## src/rtl/fetch_unit.sv

```systemverilog
// fetch_unit: program counter and fetch sequencer.
// Drives the instruction ROM address and picks the next PC each cycle
// (hold, halt, table jump or increment) from a small writable jump-target
// table. A start/done handshake launches a program and reports completion.
//
// Optional feature macro: FETCH_ICOUNT_EN
//   When defined, adds a 16-bit saturating output `icount` that counts every
//   non-stalled RUN edge (including the edge that enters HALT). It is cleared
//   on reset and on each accepted start.
//
// Handshake: `start` is a one-cycle request that is only accepted while the
// unit is idle or halted. There is no ready signal; the request takes effect
// on the rising edge that samples it, `fetch_valid` rises the next cycle and
// `done` falls on that same edge.
module fetch_unit #(
    parameter int PC_W       = 13,
    parameter int LUT_DEPTH  = 16,
    parameter int START_ADDR = 0,
    localparam int IDX_W     = (LUT_DEPTH > 1) ? $clog2(LUT_DEPTH) : 1
) (
    input  logic             CLK,
    input  logic             RST_N,
    input  logic             start,
    input  logic             halt_op,
    input  logic             stall,
    input  logic             jump_en,
    input  logic [IDX_W-1:0] jump_idx,
    input  logic             lut_wr_en,
    input  logic [IDX_W-1:0] lut_wr_idx,
    input  logic [PC_W-1:0]  lut_wr_data,
    output logic [PC_W-1:0]  pc_o,
    output logic             fetch_valid,
    output logic             done,
`ifdef FETCH_ICOUNT_EN
    output logic [15:0]      icount,
`endif
    output logic [1:0]       dbg_state_o
);

    localparam logic [PC_W-1:0] START_PC = PC_W'(START_ADDR);

    typedef enum logic [1:0] {
        ST_IDLE = 2'd0,
        ST_RUN  = 2'd1,
        ST_HALT = 2'd2
    } state_e;

    state_e          state_q;
    logic [PC_W-1:0] pc_q;
    logic            fetch_valid_q;
    logic            done_q;
    logic [PC_W-1:0] lut_q [LUT_DEPTH];

    // Next-PC candidates. The table read sees the array before any write on
    // the same edge, so a simultaneous write+jump uses the old entry.
    logic [PC_W-1:0] jump_tgt_d;
    logic [PC_W-1:0] pc_inc_d;

    assign jump_tgt_d = lut_q[jump_idx];
    assign pc_inc_d   = pc_q + PC_W'(1);

    // Sequencer FSM: state, PC and the registered status outputs move together.
    always_ff @(posedge CLK or negedge RST_N) begin
        if (!RST_N) begin
            state_q       <= ST_IDLE;
            pc_q          <= START_PC;
            fetch_valid_q <= 1'b0;
            done_q        <= 1'b0;
        end else begin
            case (state_q)
                ST_IDLE, ST_HALT: begin
                    // Only start matters here; decoder inputs may be X.
                    if (start) begin
                        state_q       <= ST_RUN;
                        pc_q          <= START_PC;
                        fetch_valid_q <= 1'b1;
                        done_q        <= 1'b0;
                    end
                end
                ST_RUN: begin
                    // Priority: stall > halt > jump > increment.
                    if (!stall) begin
                        if (halt_op) begin
                            // PC stays on the halt instruction.
                            state_q       <= ST_HALT;
                            fetch_valid_q <= 1'b0;
                            done_q        <= 1'b1;
                        end else if (jump_en) begin
                            pc_q <= jump_tgt_d;
                        end else begin
                            pc_q <= pc_inc_d;
                        end
                    end
                end
                default: begin
                    state_q       <= ST_IDLE;
                    pc_q          <= START_PC;
                    fetch_valid_q <= 1'b0;
                    done_q        <= 1'b0;
                end
            endcase
        end
    end

    // Jump-target table: writable in any state, cleared by reset.
    always_ff @(posedge CLK or negedge RST_N) begin
        if (!RST_N) begin
            for (int i = 0; i < LUT_DEPTH; i++) begin
                lut_q[i] <= '0;
            end
        end else if (lut_wr_en) begin
            lut_q[lut_wr_idx] <= lut_wr_data;
        end
    end

`ifdef FETCH_ICOUNT_EN
    logic [15:0] icount_q;

    // Executed-edge counter: clears on accepted start, saturates at all-ones.
    always_ff @(posedge CLK or negedge RST_N) begin
        if (!RST_N) begin
            icount_q <= '0;
        end else if (state_q != ST_RUN) begin
            if (start) begin
                icount_q <= '0;
            end
        end else if (!stall && (icount_q != 16'hFFFF)) begin
            icount_q <= icount_q + 16'd1;
        end
    end

    assign icount = icount_q;
`endif

    assign pc_o        = pc_q;
    assign fetch_valid = fetch_valid_q;
    assign done        = done_q;
    assign dbg_state_o = state_q;

endmodule

```

## config.mk

```make
export PLATFORM = sky130hd
export DESIGN_NAME = fetch_unit
export DESIGN_NICKNAME = d
export VERILOG_FILES = /design/src/rtl/fetch_unit.sv
export SDC_FILE = /design/constraint.sdc
export NUM_CORES = 1
export LEC_CHECK = 0
export CORE_UTILIZATION = 30
export CTS_BUF_LIST = sky130_fd_sc_hd__clkbuf_4 sky130_fd_sc_hd__clkbuf_8 sky130_fd_sc_hd__clkbuf_16
export CTS_CLUSTER_DIAMETER = 200
export DETAILED_ROUTE_END_ITERATION = 12
export PLACE_DENSITY_LB_ADDON = 0.3
export SLEW_MARGIN = 10
export SYNTH_ARGS = -nofsm -noshare
export SYNTH_HDL_FRONTEND = slang
export SYNTH_SLANG_ARGS = --single-unit
export TNS_END_PERCENT = 5
```

## constraint.sdc

```tcl
create_clock -name CLK -period 3.4 [get_ports CLK]
set_input_delay 0.68 -clock CLK [delete_from_list [all_inputs] [get_ports CLK]]
set_output_delay 0.68 -clock CLK [all_outputs]
set_load 0.03 [all_outputs]
```

==> results.ini, run 1 <==
[placement]
port_buffers = 44
place_hpwl_mm = 17.56
place_congestion = 0.8032

[timing]
tightestPinTransition_ps = 888.7
relSlewSlack_pct = 40.75
layout_min_cycle_time_ps = 2486
holdWs_ps = 100.1
maxSlewViolCount = 0
rsz0062_at_grt = no
setup_violations = 0
setup_tns_ps = 0
fin_crit_sh_pct = 73.13
clock.fmax_ghz = 0.4022
hold_viol = 0
skew_ps = 5.640

[clocking]
htreeDepth = 1
cts-resized-gates = 0
clock_latency_ps = 520
cts_tree = done
clkTransAtPathRegs_ps = 60
holdBufCountCts = 0
post_cts_buffers = 0
numCtsBuffers = 26
cts.sinks = 225
root_buffer = clkbuf_16
ctsLongestPathBuffers = 3

[worst_setup_path]
cp_max_fo = 7
required_ps = 2720
cp.buffers_inverters = 1
rr_startpoint = pc_o[2]$_DFFE_PN0P_
max_stage_delay_ps = 740
r2r_end = pc_o[9]$_DFFE_PN0P_
rrSetupSlack_ps = 1600
startpoint_type = register
arrival_ps = 1810
critPathCaptureType = output pin
critPathLaunch = pc_o[2]$_DFFE_PN0P_
critical_path.top_delay_family = buffers and inverters
critical_path.slowest_cell = clkdlybuf4s50_1
path_cells = clkdlybuf4s50_1
worstSetupPathType = reg -> out
worst-r2r-cell-count = 5

[logic_synthesis]
synth-seq-cells = 225
syn-instance-count = 727
ys_async_sr_fraction_pct = 100.0
synth_edf_count = 0
ys_warn_count = 0
yosysUniqueCellTypes = 48
synth.net_count = 756
syn_area_per_cell_sq_um = 14.45
synth_top_flop_cell = dfrtp_1
yosysSeqAreaShare_pct = 53.61
syn-cell-area_sq_um = 10500

[grt]
grtUsageTotal_pct = 15.38
grt_pass1_vias = 6639
gr-total-overflow = 0
grt_max_degree = 73
grt_pass1_wl_mm = 42.01
antenna_found_initial = 0

[power]
powerDensity_nw_per_um2 = 634.4
leakage_nw = 5.361
vdd_drop_max_v = 0.0003532

[run]
drv_cap = 0

[finish]
final_common_cell = dfrtp_1
final_layout_size_suffix_gt1_share_pct = 41.53
final_cell_mix = dfrtp_1 (225), mux2_2 (213), clkdlybuf4s50_1 (41)
area_growth_pct = 19.07
diodes = 0
final_net_count = 807

[detailed_routing]
post-route-drc-count = 0
wl_mm = 26.61
first_pass_iters = 5
wl_per_cell_microns = 21.25
via_count = 6355
drtIter0Drc = 306
vias_per_cell = 5.076
final_antenna_net_count = 0

[die]
die_y_microns = 189.1
core_region_area_sq_um = 34460
die_w_microns = 189.1
rows = 68
die-area_sq_um = 35760
initial_utilization_pct = 30.48
io_pins = 45

[min_path]
hold_path_class = in -> async

[status]
status = complete, no violations

[per-stage QoR]
step                setup WS, ps  instance area [sq um]  cells  power (W)  util, %
floorplan                   1208                  10500    727   0.004577        -
global placement           659.5                  11580   1205   0.005026    33.62
detailed placement         662.0                  11580   1205   0.005068    33.62
CTS                        907.3                  12510   1252   0.008033    36.29
global route               876.8                  12510   1252   0.008313    36.29
finish                     913.6                  12510   1252   0.007934    36.29
[power by group]
part           total [W]  internal [W]  switching, W
Clock            0.00293       0.00185       0.00108
Combinational    0.00140      0.000832      0.000572
Sequential       0.00360       0.00328      0.000321
Total            0.00793       0.00596       0.00197
[kinds of logic after synthesis]
group                    after synthesis  share of synthesized area [%]
AND/OR/NAND/NOR                       89                          4.122
XOR/XNOR                               5                         0.4170
buffers and inverters                 60                          2.764
flip-flops                           225                          53.61
multiplexers                         291                          35.19
adder cells (fa/ha/maj)                1                         0.1191
AO/OA/AOI/OAI                         56                          3.777
[layout make-up]
cell class,count,area (sq um)
flip-flops and latches,225,5630
inverters,5,18.77
multi-input cells,442,4597
well taps,455,569.3
clock buffers,43,852.1
repair buffers,78,768.2
fillers,3309,21950
clock inverters,4,70.07
[cells in the mapped netlist, types with 4 or more instances]
library cell	n	share of area [%]
mux2i_1	40	3.8
buf_1	6	0.21
nor3_1	5	0.24
clkbuf_1	34	1.2
nand3_1	12	0.57
o22ai_1	17	1.0
o21ai_0	6	0.29
nor2_1	20	0.71
mux2_2	213	23
and3_1	5	0.30
inv_1	5	0.18
dfrtp_1	225	54
mux4_1	11	2.8
nand2_1	23	0.82
or3_1	6	0.36
nand2b_1	7	0.42
nor2b_1	4	0.24
mux4_2	27	5.8
buf_4	5	0.36
a211oi_1	5	0.36
buf_2	6	0.29
[registers in the layout, summed over array words and instances, names as in the netlist]
name         count
done             1
pc_o            13
dbg_state_o      2
lut_q          208
fetch_valid      1
[routing by layer]
metal  GRT usage [%]  vias to the layer above  share of wire [%]
met5               0                        -                  0
li1                -                     2816                  -
met2           24.38                      102                 46
met3           1.891                       31                2.9
met4           3.102                        0                1.7
met1           22.55                     3406                 49
[how the worst max path moves through the flow]
stage	to	slack (ps)	cells after the start
3_5_place_dp	lut_q[152]$_DFFE_PN0P_	660	4
6_report	pc_o[2]	910	1
4_1_cts	pc_o[2]	910	1
3_3_place_gp	pc_o[6]$_DFFE_PN0P_	660	6
2_1_floorplan	pc_o[0]$_DFFE_PN0P_	1210	6
5_1_grt	pc_o[2]	880	1
(Power assumes the default switching activity.)
==> run 2: changes to the inputs <==
==> constraint.sdc (replaced) <==
create_clock -name CLK -period 2.5 [get_ports CLK]
set_input_delay 0.5 -clock CLK [delete_from_list [all_inputs] [get_ports CLK]]
set_output_delay 0.5 -clock CLK [all_outputs]
set_load 0.03 [all_outputs]
==> run 2 against run 1 <==
  * Cell area up 1.4%
  * Worst hold slack better by 400 ps
  * Clock power up 24%
  * Die area unchanged
  * Global-route usage up 0.22 points
  * Sequential share of layout area down 0.64 points
  * Register-to-register slack worse by 900 ps
  * Critical endpoint unchanged
==> results.ini, run 2 (same netlist as run 1, synthesis figures left out) <==
[status]
status = complete, no violations

[detailed_routing]
final_antenna_net_count = 0  ; unchanged
via_count = 6369  ; +0.22%
first_pass_iters = 4  ; -1
wl_mm = 27.02  ; +1.5%
wl_per_cell_microns = 21.29  ; +0.18%
drtIter0Drc = 341  ; +11%
post-route-drc-count = 0  ; unchanged
vias_per_cell = 5.019  ; -1.1%

[worst_setup_path]
required_ps = 2000  ; -720 ps
critPathCaptureType = output pin
worstSetupPathType = reg -> out
startpoint_type = register
path_cells = clkdlybuf4s50_1
cp.depth = 1  ; unchanged
cp.buffers_inverters = 1  ; unchanged
arrival_ps = 1810  ; about the same
worst-r2r-cell-count = 4  ; -1
critical_path.slowest_cell = clkdlybuf4s50_1
max_stage_delay_ps = 740  ; about the same
cp_max_fo = 7  ; unchanged
critical_path.top_delay_family = buffers and inverters

[power]
powerDensity_nw_per_um2 = 825.8  ; +30%
total_power_w = 0.01048  ; +32%
vdd_drop_max_v = 0.0004750  ; +34%
leakage_nw = 5.453  ; +1.7%

[grt]
grtUsageTotal_pct = 15.60  ; +0.22 points
antenna_found_initial = 0  ; unchanged
grt_pass1_wl_mm = 42.32  ; +0.72%
grt_max_degree = 64  ; -12%
gr-total-overflow = 0  ; unchanged
grt_pass1_vias = 6582  ; -0.86%

[placement]
dpl_cell_area_sq_um = 11870  ; +2.4%
place_congestion = 0.7880  ; -1.9%
place_hpwl_mm = 18.31  ; +4.3%
port_buffers = 44  ; unchanged

[clocking]
cts.sinks = 225  ; unchanged
ctsLongestPathBuffers = 3  ; unchanged
htreeDepth = 1  ; unchanged
post_cts_buffers = 0  ; unchanged
cts_tree = done
root_buffer = clkbuf_16
clkTransAtPathRegs_ps = 60  ; about the same
numCtsBuffers = 25  ; -3.8%
clock_latency_ps = 520  ; about the same

[die]
die_y_microns = 189.1  ; unchanged
die_w_microns = 189.1  ; unchanged
core_region_area_sq_um = 34460  ; unchanged
rows = 68  ; unchanged
die-area_sq_um = 35760  ; unchanged
initial_utilization_pct = 30.48  ; unchanged
io_pins = 45  ; unchanged

[timing]
layout_min_cycle_time_ps = 2313
fin_crit_sh_pct = 92.51
setup_tns_ps = 0  ; unchanged
tightestPinTransition_ps = 597.3  ; -291.4 ps
skew_ps = 18.53  ; +12.89 ps
clock.fmax_ghz = 0.4324
maxSlewViolCount = 0  ; unchanged
relSlewSlack_pct = 60.05  ; +19 points
setup_violations = 0  ; unchanged
rsz0062_at_grt = no
hold_viol = 0  ; unchanged

[finish]
n_fill_cell = 3306  ; -0.091%
final_layout_size_suffix_gt1_share_pct = 42.63  ; +1.1 points
regArea_sq_um = 5630  ; unchanged
largest_register = lut_q
area_growth_pct = 20.79
final_common_cell = dfrtp_1
multi_input_area_sq_um = 4597  ; unchanged
diodes = 0  ; unchanged
final_net_count = 828  ; +2.6%
final_cell_area_sq_um = 12690  ; +1.4%
final_cell_mix = dfrtp_1 (225), mux2_2 (213), clkdlybuf4s50_1 (41)
largest_register_ffs = 208  ; unchanged

[min_path]
hold_path_class = reg -> reg
whs_path_depth = 1

[run]
drv_cap = 0  ; unchanged

run 2: worst paths after layout:
kind | startpoint | slack (ps) | end
setup reg to reg | pc_o[2]$_DFFE_PN0P_ | 700 | pc_o[11]$_DFFE_PN0P_
hold / removal | lut_q[83]$_DFFE_PN0P_ | 500 | lut_q[83]$_DFFE_PN0P_
max in group asynchronous | RST_N | 1290 | lut_q[156]$_DFFE_PN0P_
hold reg to reg | lut_q[83]$_DFFE_PN0P_ | 500 | lut_q[83]$_DFFE_PN0P_
min in group asynchronous | RST_N | 540 | lut_q[17]$_DFFE_PN0P_
setup / recovery | pc_o[2]$_DFFE_PN0P_ | 190 | pc_o[2]
run 2: power by group:
group | internal [W] | switching, W
Clock | 0.00219 | 0.00144
Sequential | 0.00446 | 0.000440
Combinational | 0.00116 | 0.000792
run 2: layer usage:
metal  track usage [%]  up-vias  wire, microns  part of all wire (%)
met2             24.15      112          12230                    45
li1                  -     2857              -                     -
met5                 0        -              0                     0
met4             3.598        0            555                   2.1
met1             23.13     3363          13320                    49
met3             1.983       37            914                   3.4
run 2: cell type report:
class,instances,area share (%)
repair buffers,100,8.364
clock inverters,4,0.3847
inverters,5,0.1479
well taps,455,4.488
flip-flops and latches,225,44.38
clock buffers,38,5.997
multi-input cells,442,36.24
run 2: stage by stage:
step                setup slack [ps]  hold slack (ps)  std cells  util (%)
CTS                            167.2            501.7       1269     36.82
detailed placement             47.61            488.2       1226     34.44
floorplan                      488.5            204.4        727         -
global route                   118.9            511.4       1269     36.82
global placement               45.22            479.0       1226     34.44
finish                         187.2            498.3       1269     36.82
run 2: repair_timing:
| action | in CTS | in global routing |
|---|---|---|
| endpoints found under the hold margin | 58 | 0 |
| hold buffers | 1 | 0 |
| resized for setup | 0 | 0 |
==> run 3: changes to the inputs <==
--- a/config.mk
+++ b/config.mk
@@ -9,6 +9,8 @@
 export CTS_BUF_LIST = sky130_fd_sc_hd__clkbuf_4 sky130_fd_sc_hd__clkbuf_8 sky130_fd_sc_hd__clkbuf_16
 export CTS_CLUSTER_DIAMETER = 200
 export DETAILED_ROUTE_END_ITERATION = 12
+export GPL_TIMING_DRIVEN = 0
+export HOLD_SLACK_MARGIN = 0.05
 export PLACE_DENSITY_LB_ADDON = 0.3
 export SLEW_MARGIN = 10
 export SYNTH_ARGS = -nofsm -noshare
==> run 3 against run 2 <==
  * The flow now finishes with violations (negative setup slack)
  * Sequential share of layout area rose by 0.79 points
  * First-iteration DRC count rose by 23%
  * Non-clock buffer count did not move
  * Die area did not move
  * Final cell count rose by 0.16%
  * Register-to-register slack got worse by 570 ps
==> results.ini, run 3 (same netlist as run 1, synthesis figures left out) <==
[power]
leakage_nw = 5.321  ; -2.4%
p_sw_w = 0.002710  ; +1.6%
seqPwrFrac_pct = 45.8  ; -1.0 points
sw_frac_of_total_pct = 25.39  ; -0.083 points
powerDensity_nw_per_um2 = 856.6  ; +3.7%
pwr-share-comb_pct = 17.9  ; -0.7 points
clockPowerShare_pct = 36.2  ; +1.6 points
p_int_w = 0.007965  ; +2.0%
vdd_drop_max_v = 0.0004580  ; -3.6%

[detailed_routing]
drtIter0Drc = 419  ; +23%
wl_per_cell_microns = 22.05  ; +3.5%
final_antenna_net_count = 0  ; unchanged
vias_per_cell = 5.054  ; +0.69%
via_count = 6423  ; +0.85%
first_pass_iters = 4  ; unchanged
post-route-drc-count = 0  ; unchanged
wl_mm = 28.03  ; +3.7%

[finish]
final_cell_mix = dfrtp_1 (225), mux2_2 (213), clkdlybuf4s50_1 (41)
instances_no_fill = 1271  ; +0.16%
area_growth_pct = 18.67
largest_register = lut_q
final_net_count = 829  ; +0.12%
n_fill_cell = 3353  ; +1.4%
largest_register_ffs = 208  ; unchanged
diodes = 0  ; unchanged
final_layout_size_suffix_gt1_share_pct = 38.48  ; -4.1 points
final_common_cell = dfrtp_1

[grt]
grt_pass1_wl_mm = 43.15  ; +2.0%
grt_max_degree = 102  ; +59%
gr-total-overflow = 0  ; unchanged
antenna_found_initial = 0  ; unchanged
grt_pass1_vias = 6756  ; +2.6%
grtUsageTotal_pct = 16.12  ; +0.52 points

[status]
violations = negative setup slack
status = finished with violations

[worst_setup_path]
critical_path.slowest_cell = buf_1
max_stage_delay_ps = 840  ; +100 ps
required_ps = 2900  ; +900 ps
critPathCaptureType = register
rr_startpoint = dbg_state_o[1]$_DFFE_PN0P_
critPathLaunch = lut_wr_idx[2]
worstSetupPathType = in -> reg
arrival_ps = 2920  ; +1110 ps
startpoint_type = input pin
rrSetupSlack_ps = 130  ; -570 ps
cp_max_fo = 10  ; +3
path_cells = clkdlybuf4s50_1 -> nand3b_1 -> or3_1 -> clkbuf_1 -> buf_1 -> mux2_2

[min_path]
hold_path_class = in -> async

[timing]
tightestPinTransition_ps = 1141  ; +543.6 ps
fin_crit_sh_pct = 101.0  ; +8.5 points
maxSlewViolCount = 0  ; unchanged
relSlewSlack_pct = 23.35  ; -37 points
clock.fmax_ghz = 0.3962  ; -8.4%
setup_violations = 6  ; +6
setup_tns_ps = -96.59  ; -96.59 ps
rsz0062_at_grt = yes
layout_min_cycle_time_ps = 2524  ; +211.5 ps
setup_ws_ps = -24.27  ; -211.5 ps
hold_viol = 0  ; unchanged
skew_ps = 28.59  ; +10.05 ps

[clocking]
htreeDepth = 1  ; unchanged
clock_latency_ps = 540  ; +20 ps
numCtsBuffers = 26  ; +4.0%
cts.sinks = 225  ; unchanged
root_buffer = clkbuf_16
ctsLongestPathBuffers = 3  ; unchanged
cts_tree = done
clkTransAtPathRegs_ps = 60  ; about the same
post_cts_buffers = 0  ; unchanged

[die]
rows = 68  ; unchanged
die_y_microns = 189.1  ; unchanged
die_w_microns = 189.1  ; unchanged
core_region_area_sq_um = 34460  ; unchanged
die-area_sq_um = 35760  ; unchanged
initial_utilization_pct = 30.48  ; unchanged
io_pins = 45  ; unchanged

[placement]
place_congestion = 0.8193  ; +4.0%
port_buffers = 42  ; -4.5%
place_hpwl_mm = 18.40  ; +0.52%
dpl.cell_count = 1226  ; unchanged

[run]
drv_cap = 0  ; unchanged

## run 3: repair_timing
item / 4_1_cts / 5_1_grt
gates cloned: 0 / 0
pin swaps: 0 / 0
endpoints found under the hold margin: 39 / 0
endpoints found under the setup margin: 86 / 21
hold buffers: 1 / 0
gates resized for setup: 10 / 3
## run 3: final timing paths
check | depth (start not counted) | endpoint
max in group asynchronous | 3 | lut_q[182]$_DFFE_PN0P_
min in group CLK | 1 | lut_q[46]$_DFFE_PN0P_
worst min-delay path | 2 | lut_q[32]$_DFFE_PN0P_
worst min register to register | 1 | lut_q[46]$_DFFE_PN0P_
worst max register to register | 5 | pc_o[2]$_DFFE_PN0P_
worst max-delay path | 6 | lut_q[99]$_DFFE_PN0P_
## run 3: routing by layer
| layer | GRT usage (%) | wire length (microns) | share of wire (%) | vias to the layer above |
|---|---|---|---|---|
| li1 | - | - | - | 2860 |
| met1 | 23.38 | 13460 | 48 | 3404 |
| met2 | 25.34 | 12910 | 46 | 125 |
| met3 | 2.539 | 1184 | 4.2 | 34 |
| met4 | 3.412 | 467 | 1.7 | 0 |
| met5 | 0 | 0 | 0 | - |
## run 3: through the flow
| stage | instance area [sq um] | setup WS [ps] | util [%] | hold slack, ps | total power (W) |
|---|---|---|---|---|---|
| floorplan | 10500 | 488.5 | - | 204.4 | 0.006225 |
| detailed placement | 11550 | -714.1 | 33.53 | 417.8 | 0.006881 |
| global route | 12460 | -113.2 | 36.17 | 506.0 | 0.01121 |
| global placement | 11490 | -9055 | 33.35 | 481.7 | 0.006821 |
| finish | 12460 | -24.27 | 36.17 | 462.2 | 0.01068 |
| CTS | 12450 | 8.861 | 36.14 | 465.6 | 0.01078 |
## run 3: critical path, delay by kind of cell
family | cells | cell delay (ps)
buffers and inverters | 3 | 1670
AND/OR/NAND/NOR | 2 | 320
multiplexers | 1 | 420
## run 3: final cells by class
cell class	count	area (sq um)	area share, %
clock buffers	38	784.5	6.295
flip-flops and latches	225	5630	45.18
plain buffers	55	290.3	2.329
clock inverters	6	95.09	0.7630
well taps	455	569.3	4.568
inverters	5	18.77	0.1506
repair buffers	45	490.5	3.935
multi-input cells	442	4584	36.78
## run 3: power by group through the flow
stage / logic (W) / registers, W / clock network, W
floorplan: 0.00135 / 0.00488 / 0
global placement: 0.00188 / 0.00494 / 0
detailed placement: 0.00193 / 0.00495 / 0
CTS: 0.00194 / 0.00489 / 0.00396
global route: 0.00209 / 0.00500 / 0.00412
finish: 0.00192 / 0.00489 / 0.00387
